`src/rtl/defines_pkg.sv`:
```
// Shared geometry, derived sizes and FSM encoding for the MVM stream driver.
package defines_pkg;

  localparam int NROWS_A    = 4;
  localparam int NCOLS_A    = 3;
  localparam int NROWS_B    = 3;
  localparam int NCOLS_B    = 1;
  localparam int NUM_RES    = NROWS_A;
  localparam int FRAME_LEN  = NROWS_A*NCOLS_A + 2*NROWS_B*NCOLS_B;
  localparam int RES_LSIZE  = $clog2(NUM_RES);
  localparam int FLEN_LSIZE = $clog2(FRAME_LEN);

  typedef enum logic [1:0] {DRV_IDLE, DRV_SEND, DRV_RECV, DRV_DONE} drv_state_t;

endpackage

```
`src/rtl/mvm3_stream_driver_memory.sv`:
```
// Generic RAM: synchronous write, registered read with reset; reads beyond SIZE return 0.
module memory #(
  parameter int WIDTH = 8,
  parameter int SIZE  = 16,
  parameter int AW    = (SIZE > 1) ? $clog2(SIZE) : 1
) (
  input  logic             clk,
  input  logic             reset,
  input  logic             i_wr_en,
  input  logic [AW-1:0]    i_wr_addr,
  input  logic [WIDTH-1:0] i_wr_data,
  input  logic [AW-1:0]    i_rd_addr,
  output logic [WIDTH-1:0] o_rd_data
);

  logic [WIDTH-1:0] r_mem [SIZE];
  logic             w_wrInRange;
  logic             w_rdInRange;

  // Range checks only exist when SIZE leaves part of the address space unused.
  generate
    if (SIZE == (1 << AW)) begin : g_full
      assign w_wrInRange = 1'b1;
      assign w_rdInRange = 1'b1;
    end else begin : g_part
      assign w_wrInRange = (int'(i_wr_addr) < SIZE);
      assign w_rdInRange = (int'(i_rd_addr) < SIZE);
    end
  endgenerate

  always_ff @(posedge clk) begin
    if (i_wr_en && w_wrInRange) begin
      r_mem[i_wr_addr] <= i_wr_data;
    end
  end

  always_ff @(posedge clk or posedge reset) begin
    if (reset) begin
      o_rd_data <= '0;
    end else begin
      o_rd_data <= w_rdInRange ? r_mem[i_rd_addr] : '0;
    end
  end

endmodule

```
`src/rtl/mvm3_stream_driver.sv`:
```
// Streams a preloaded A/B/X frame into the MVM and collects NUM_RES results.
// Optional overflow counter output ovf_cnt is enabled by defining MVM_DRV_OVF_CNT_EN.
module mvm3_stream_driver #(
  parameter int NROWS_A    = defines_pkg::NROWS_A,
  parameter int NCOLS_A    = defines_pkg::NCOLS_A,
  parameter int NROWS_B    = defines_pkg::NROWS_B,
  parameter int NCOLS_B    = defines_pkg::NCOLS_B,
  parameter int NUM_RES    = NROWS_A,
  parameter int FRAME_LEN  = NROWS_A*NCOLS_A + 2*NROWS_B*NCOLS_B,
  parameter int RES_LSIZE  = $clog2(NUM_RES),
  parameter int FLEN_LSIZE = $clog2(FRAME_LEN)
) (
  input  logic                  clk,
  input  logic                  reset,
  input  logic                  cfg_wr_en,
  input  logic [FLEN_LSIZE-1:0] cfg_addr,
  input  logic signed [7:0]     cfg_data,
  input  logic                  start,
  output logic                  busy,
  output logic                  done,
  output logic                  tx_valid,
  output logic signed [7:0]     tx_data,
  input  logic                  tx_ready,
  input  logic                  rx_valid,
  input  logic signed [15:0]    rx_data,
  input  logic                  rx_overflow,
  output logic                  rx_ready,
  input  logic [RES_LSIZE-1:0]  res_addr,
  output logic [16:0]           res_data,
  output logic                  any_ovf
`ifdef MVM_DRV_OVF_CNT_EN
  ,
  output logic [RES_LSIZE:0]    ovf_cnt
`endif
);

  import defines_pkg::*;

  localparam int FW = FLEN_LSIZE + 1;

  drv_state_t           r_state;
  logic [FW-1:0]        r_fetchAddr;
  logic [FW-1:0]        r_beatCnt;
  logic [RES_LSIZE-1:0] r_resCnt;
  logic                 r_memValid;
  logic                 r_txValid;
  logic [7:0]           r_txData;
  logic                 r_busy;
  logic                 r_done;
  logic                 r_rxReady;
  logic                 r_anyOvf;

  logic [7:0]           w_memData;
  logic [FW-1:0]        w_rdAddr;
  logic                 w_txXfer;
  logic                 w_take;
  logic                 w_lastBeat;
  logic                 w_rxAcc;
  logic                 w_lastRes;
  logic                 w_cfgWe;

  // The RAM output acts as the prefetch stage; its address only advances when the beat it holds moves into tx_data.
  assign w_txXfer   = r_txValid & tx_ready;
  assign w_take     = r_memValid & (~r_txValid | tx_ready);
  assign w_rdAddr   = w_take ? r_fetchAddr + 1'b1 : r_fetchAddr;
  assign w_lastBeat = w_txXfer && (r_beatCnt == FW'(FRAME_LEN - 1));
  assign w_rxAcc    = rx_valid & r_rxReady;
  assign w_lastRes  = w_rxAcc && (r_resCnt == RES_LSIZE'(NUM_RES - 1));
  assign w_cfgWe    = cfg_wr_en & ~r_busy;

  memory #(
    .WIDTH (8),
    .SIZE  (FRAME_LEN)
  ) u_frameBuf (
    .clk       (clk),
    .reset     (reset),
    .i_wr_en   (w_cfgWe),
    .i_wr_addr (cfg_addr),
    .i_wr_data (cfg_data),
    .i_rd_addr (w_rdAddr[FLEN_LSIZE-1:0]),
    .o_rd_data (w_memData)
  );

  memory #(
    .WIDTH (17),
    .SIZE  (NUM_RES)
  ) u_resBuf (
    .clk       (clk),
    .reset     (reset),
    .i_wr_en   (w_rxAcc),
    .i_wr_addr (r_resCnt),
    .i_wr_data ({rx_overflow, rx_data}),
    .i_rd_addr (res_addr),
    .o_rd_data (res_data)
  );

  always_ff @(posedge clk or posedge reset) begin
    if (reset) begin
      r_state     <= DRV_IDLE;
      r_fetchAddr <= '0;
      r_beatCnt   <= '0;
      r_resCnt    <= '0;
      r_memValid  <= 1'b0;
      r_txValid   <= 1'b0;
      r_txData    <= '0;
      r_busy      <= 1'b0;
      r_done      <= 1'b0;
      r_rxReady   <= 1'b0;
      r_anyOvf    <= 1'b0;
    end else begin
      r_done <= 1'b0;
      case (r_state)
        DRV_IDLE: begin
          if (start) begin
            r_state     <= DRV_SEND;
            r_busy      <= 1'b1;
            r_fetchAddr <= '0;
            r_memValid  <= 1'b0;
            r_beatCnt   <= '0;
            r_resCnt    <= '0;
            r_anyOvf    <= 1'b0;
          end
        end
        DRV_SEND: begin
          r_fetchAddr <= w_rdAddr;
          r_memValid  <= (w_rdAddr < FW'(FRAME_LEN));
          if (w_take) begin
            r_txValid <= 1'b1;
            r_txData  <= w_memData;
          end else if (w_txXfer) begin
            r_txValid <= 1'b0;
          end
          if (w_txXfer) begin
            r_beatCnt <= r_beatCnt + 1'b1;
          end
          if (w_lastBeat) begin
            r_state    <= DRV_RECV;
            r_beatCnt  <= '0;
            r_memValid <= 1'b0;
            r_rxReady  <= 1'b1;
          end
        end
        DRV_RECV: begin
          if (w_rxAcc) begin
            if (rx_overflow) begin
              r_anyOvf <= 1'b1;
            end
            if (w_lastRes) begin
              r_state   <= DRV_DONE;
              r_resCnt  <= '0;
              r_rxReady <= 1'b0;
              r_busy    <= 1'b0;
              r_done    <= 1'b1;
            end else begin
              r_resCnt <= r_resCnt + 1'b1;
            end
          end
        end
        DRV_DONE: begin
          r_state <= DRV_IDLE;
        end
        default: begin
          r_state <= DRV_IDLE;
        end
      endcase
    end
  end

`ifdef MVM_DRV_OVF_CNT_EN
  logic [RES_LSIZE:0] r_ovfCnt;

  always_ff @(posedge clk or posedge reset) begin
    if (reset) begin
      r_ovfCnt <= '0;
    end else if (r_state == DRV_IDLE && start) begin
      r_ovfCnt <= '0;
    end else if (w_rxAcc && rx_overflow && r_ovfCnt != (RES_LSIZE+1)'(NUM_RES)) begin
      r_ovfCnt <= r_ovfCnt + 1'b1;
    end
  end

  assign ovf_cnt = r_ovfCnt;
`endif

  assign busy     = r_busy;
  assign done     = r_done;
  assign tx_valid = r_txValid;
  assign tx_data  = r_txData;
  assign rx_ready = r_rxReady;
  assign any_ovf  = r_anyOvf;

endmodule

```
`config.mk`:
```
export PLATFORM = sky130hd
export DESIGN_NAME = mvm3_stream_driver
export DESIGN_NICKNAME = d
export VERILOG_FILES = /design/src/rtl/defines_pkg.sv /design/src/rtl/mvm3_stream_driver_memory.sv /design/src/rtl/mvm3_stream_driver.sv
export SDC_FILE = /design/constraint.sdc
export NUM_CORES = 1
export LEC_CHECK = 0
export BUFFER_PORTS_ARGS = -buffer_cell sky130_fd_sc_hd__buf_2
export CAP_MARGIN = 5
export CORE_UTILIZATION = 25
export CTS_CLUSTER_SIZE = 30
export DETAILED_ROUTE_END_ITERATION = 6
export PLACE_DENSITY_LB_ADDON = 0.08
export SETUP_SLACK_MARGIN = 0.5
export SLEW_MARGIN = 40
export SYNTH_ARGS = -nofsm -noshare
export SYNTH_HDL_FRONTEND = slang
export SYNTH_SLANG_ARGS = --single-unit
```
`constraint.sdc`:
```
create_clock -name clk -period 4.03 [get_ports clk]
set_input_delay 0.403 -clock clk [delete_from_list [all_inputs] [get_ports clk]]
set_output_delay 0.403 -clock clk [all_outputs]
set_load 0.02 [all_outputs]
```
==> key figures <==
Status
  • Status: complete, but fails checks
  • Failing checks: DRC

Synthesis
  • Seq cells post-synth: 267
  • Cell variety after synth: 47
  • Post-synth EDFFs: 212
  • Post-Syn Nets: 607
  • Seq/Total Area, Yosys: 73.8%
  • Main synth FF type: edfxtp_1
  • Cells after Synth: 559
  • Ys async rst share: 20.6%
  • Synth Cell Area: 10500 sq um
  • Syn Area/Cell: roughly 19 sq um
  • Synth Warn #: 0

Layout
  • Commonest non-fill, non-tap cell in the layout: edfxtp_1
  • Diode count: 0
  • FILL cells: 4045
  • Most frequent cells in the layout: 212 x edfxtp_1, 67 x buf_2, 55 x dfrtp_1
  • Final core occ: 30.3%
  • Fraction of layout cells with a size suffix above 1: 30.7%
  • Fin cells: between 1000 and 1500
  • Layout area overhead: 18.5%
  • Cell area after layout: 12400 sq um
  • Fin nets: about 690

Worst setup path
  • CP Capture Point: u_frameBuf.o_rd_data[0]
  • CP arrival: about 3100 ps
  • Crit path launch: r_fetchAddr[0]
  • Reg2Reg Depth: 8
  • Startpoint types: flop
  • Critical R2R Capture: u_frameBuf.o_rd_data[0]
  • CP required: 4450 ps
  • Worst setup path class: flop to flop
  • Worst setup EP type: flop
  • Reg-to-Reg Start: r_fetchAddr[0]
  • Crit path max fanout: 12
  • Reg-to-reg setup timing slack: 1330 ps

STA
  • Pins Over Slew Limit: 0
  • Least-Margin Pin Slew: 720 ps
  • Fmax: 371 MHz
  • PnR worst setup slack: 1330 ps
  • Final hold vios: 0
  • Clock skew: 9.39 ps
  • Fin Setup TNS: 0 ps
  • RSZ-0062 raised after global routing: false
  • Final Hold Slack: 50.4 ps
  • Tcrit/Tclk final: 66.9%
  • Final worst path period need: 2700 ps
  • Final setup vio count: 0
  • Relative slew slack: 51.9%

Routing
  • DR vias: 5348
  • Total wire length: 25500 microns
  • Final ANT Viol Nets: 0
  • First drt pass iteration count: 7
  • # DRC: 3
  • Drt via density: around 4.5
  • 1st-iter DRT viols: roughly 360
  • Wire length per cell: 21.2 microns

CTS
  • Worst-path clk slew: 60 ps
  • Resized Gates After CTS: 0
  • CTS sink count: roughly 270
  • Post-CTS setup repair buffer count: 0
  • Clock tree buffer depth: 3
  • TritonCTS Buffers: 30
  • Clock root buffer: clkbuf_16
  • H-tree depth: 1
  • CTS tree: done
  • Worst-skew pair later-pin latency: approximately 560 ps

Floorplanning
  • Io pins: 68
  • Overall die width: 207 microns
  • Cell row count: 74
  • Die area: around 43000 sq um
  • Die Y: 207 microns
  • Initial Util: 25.5%
  • CORE AREA: 41100 sq um

Placement
  • RePlAce Congestion: 0.734
  • Placed Area: 11500 sq um
  • I/O Buffers: 67
  • DP Cell Count: around 1100
  • Pre-CTS WS: about 1300 ps
  • HPWL after detailed placement: 16200 microns

GRT
  • GRT Util Overall: about 12%
  • Antenna violations before repair: 2
  • Gr ovfl total: 0
  • Vias in the first global route: 5734
  • Largest net degree at the start of global routing: 35
  • First-pass GRT wire length: 37500 microns

Power and ir drop
  • Max VDD drop: 370 uV
  • Total Power: 7.56 mW
  • Pwr Density: 608 nW/um^2
  • LEAKAGE: 4.31 nW

Worst hold path
  • HP Class: input pin to flop

Job
  • Max Cap Viol: 0
per-layer routing:
layer | GRT usage, % | vias up | part of all wire, %
li1 | - | 2398 | -
met1 | 15.3 | 2779 | 43
met2 | 20.8 | 118 | 49
met3 | 2.43 | 49 | 4.6
met4 | 4.46 | 4 | 3.1
met5 | 0 | - | 0.11
synth_stat cells, types with 4 or more instances:
master    instances  share of area, %
edfxtp_1        212                61
dfrtp_1          55                13
mux4_2           37               7.9
nand2_1          28               1.0
nor2_1           28               1.0
mux2_2           18               1.9
a22oi_1          17               1.2
nand3_1          16              0.76
o21ai_0          15              0.72
inv_1            12              0.43
mux4_1           12               3.0
nand2b_1         11              0.66
clkbuf_1         10              0.36
ha_1             10               1.2
a22o_1            8              0.67
nor3_1            8              0.38
and3_1            7              0.42
a21oi_1           6              0.29
buf_2             4              0.19
buf_6             4              0.43
report_power, final:
part / internal (mW) / switching, mW / total, mW
registers: 3.26 / 0.162 / 3.42
clock network: 1.46 / 1.08 / 2.54
logic: 0.709 / 0.890 / 1.60
total: 5.43 / 2.14 / 7.56
worst max-delay path: stages (launching register included):
cell and delay [ps]:
dfrtp_1 510, ha_1 280, nand3_2 140, xnor2_4 480
buf_8 240, buf_4 250, mux4_2 320, a22oi_1 210
nand3_1 110
cell type report:
| type | instances | area [sq um] | area share [%] |
|---|---|---|---|
| sequential | 267 | 7740 | 62.2 |
| multi-input combinational | 258 | 2670 | 21.4 |
| clock buffer | 38 | 802 | 6.44 |
| tap | 532 | 666 | 5.35 |
| timing repair buffer | 74 | 410 | 3.30 |
| clock inverter | 18 | 109 | 0.875 |
| inverter | 12 | 47.5 | 0.382 |
sequential cells by signal (all words and copies together) (netlist names):
signal                flops
u_resBuf.o_rd_data       17
r_fetchAddr               6
u_frameBuf.o_rd_data      8
u_resBuf.r_mem           68
busy                      1
tx_valid                  1
u_frameBuf.r_mem        144
tx_data                   8
rx_ready                  1
done                      1
any_ovf                   1
r_state                   2
r_beatCnt                 6
r_memValid                1
r_resCnt                  2
how the worst min path moves through the flow:
stage / startpoint / endpoint / slack, ps / depth (start not counted)
6_report: rx_data[15] / u_resBuf.r_mem[0][15] / 50 / 1
5_1_grt: rx_data[11] / u_resBuf.r_mem[3][11] / 20 / 1
4_1_cts: rx_data[15] / u_resBuf.r_mem[0][15] / 10 / 1
3_5_place_dp: u_frameBuf.o_rd_data[3] / tx_data[3] / 470 / 1
3_3_place_gp: u_frameBuf.o_rd_data[3] / tx_data[3] / 460 / 1
2_1_floorplan: u_frameBuf.o_rd_data[0] / tx_data[0] / 460 / 1
timing repair:
action | CTS | global route
hold buffers | 1 | 0
setup endpoints to repair | 0 | 0
endpoints found under the hold margin | 32 | 0
kinds of logic after synthesis:
group,synth area share (%)
adders and majority gates,1.19
DFF,73.8
AOI/OAI and AO/OA,3.81
buffers and inverters,1.66
and+or+nand+nor,5.59
xor gates and xnor gates,0.691
muxes,13.3
Power figures use the tool's default switching activity.
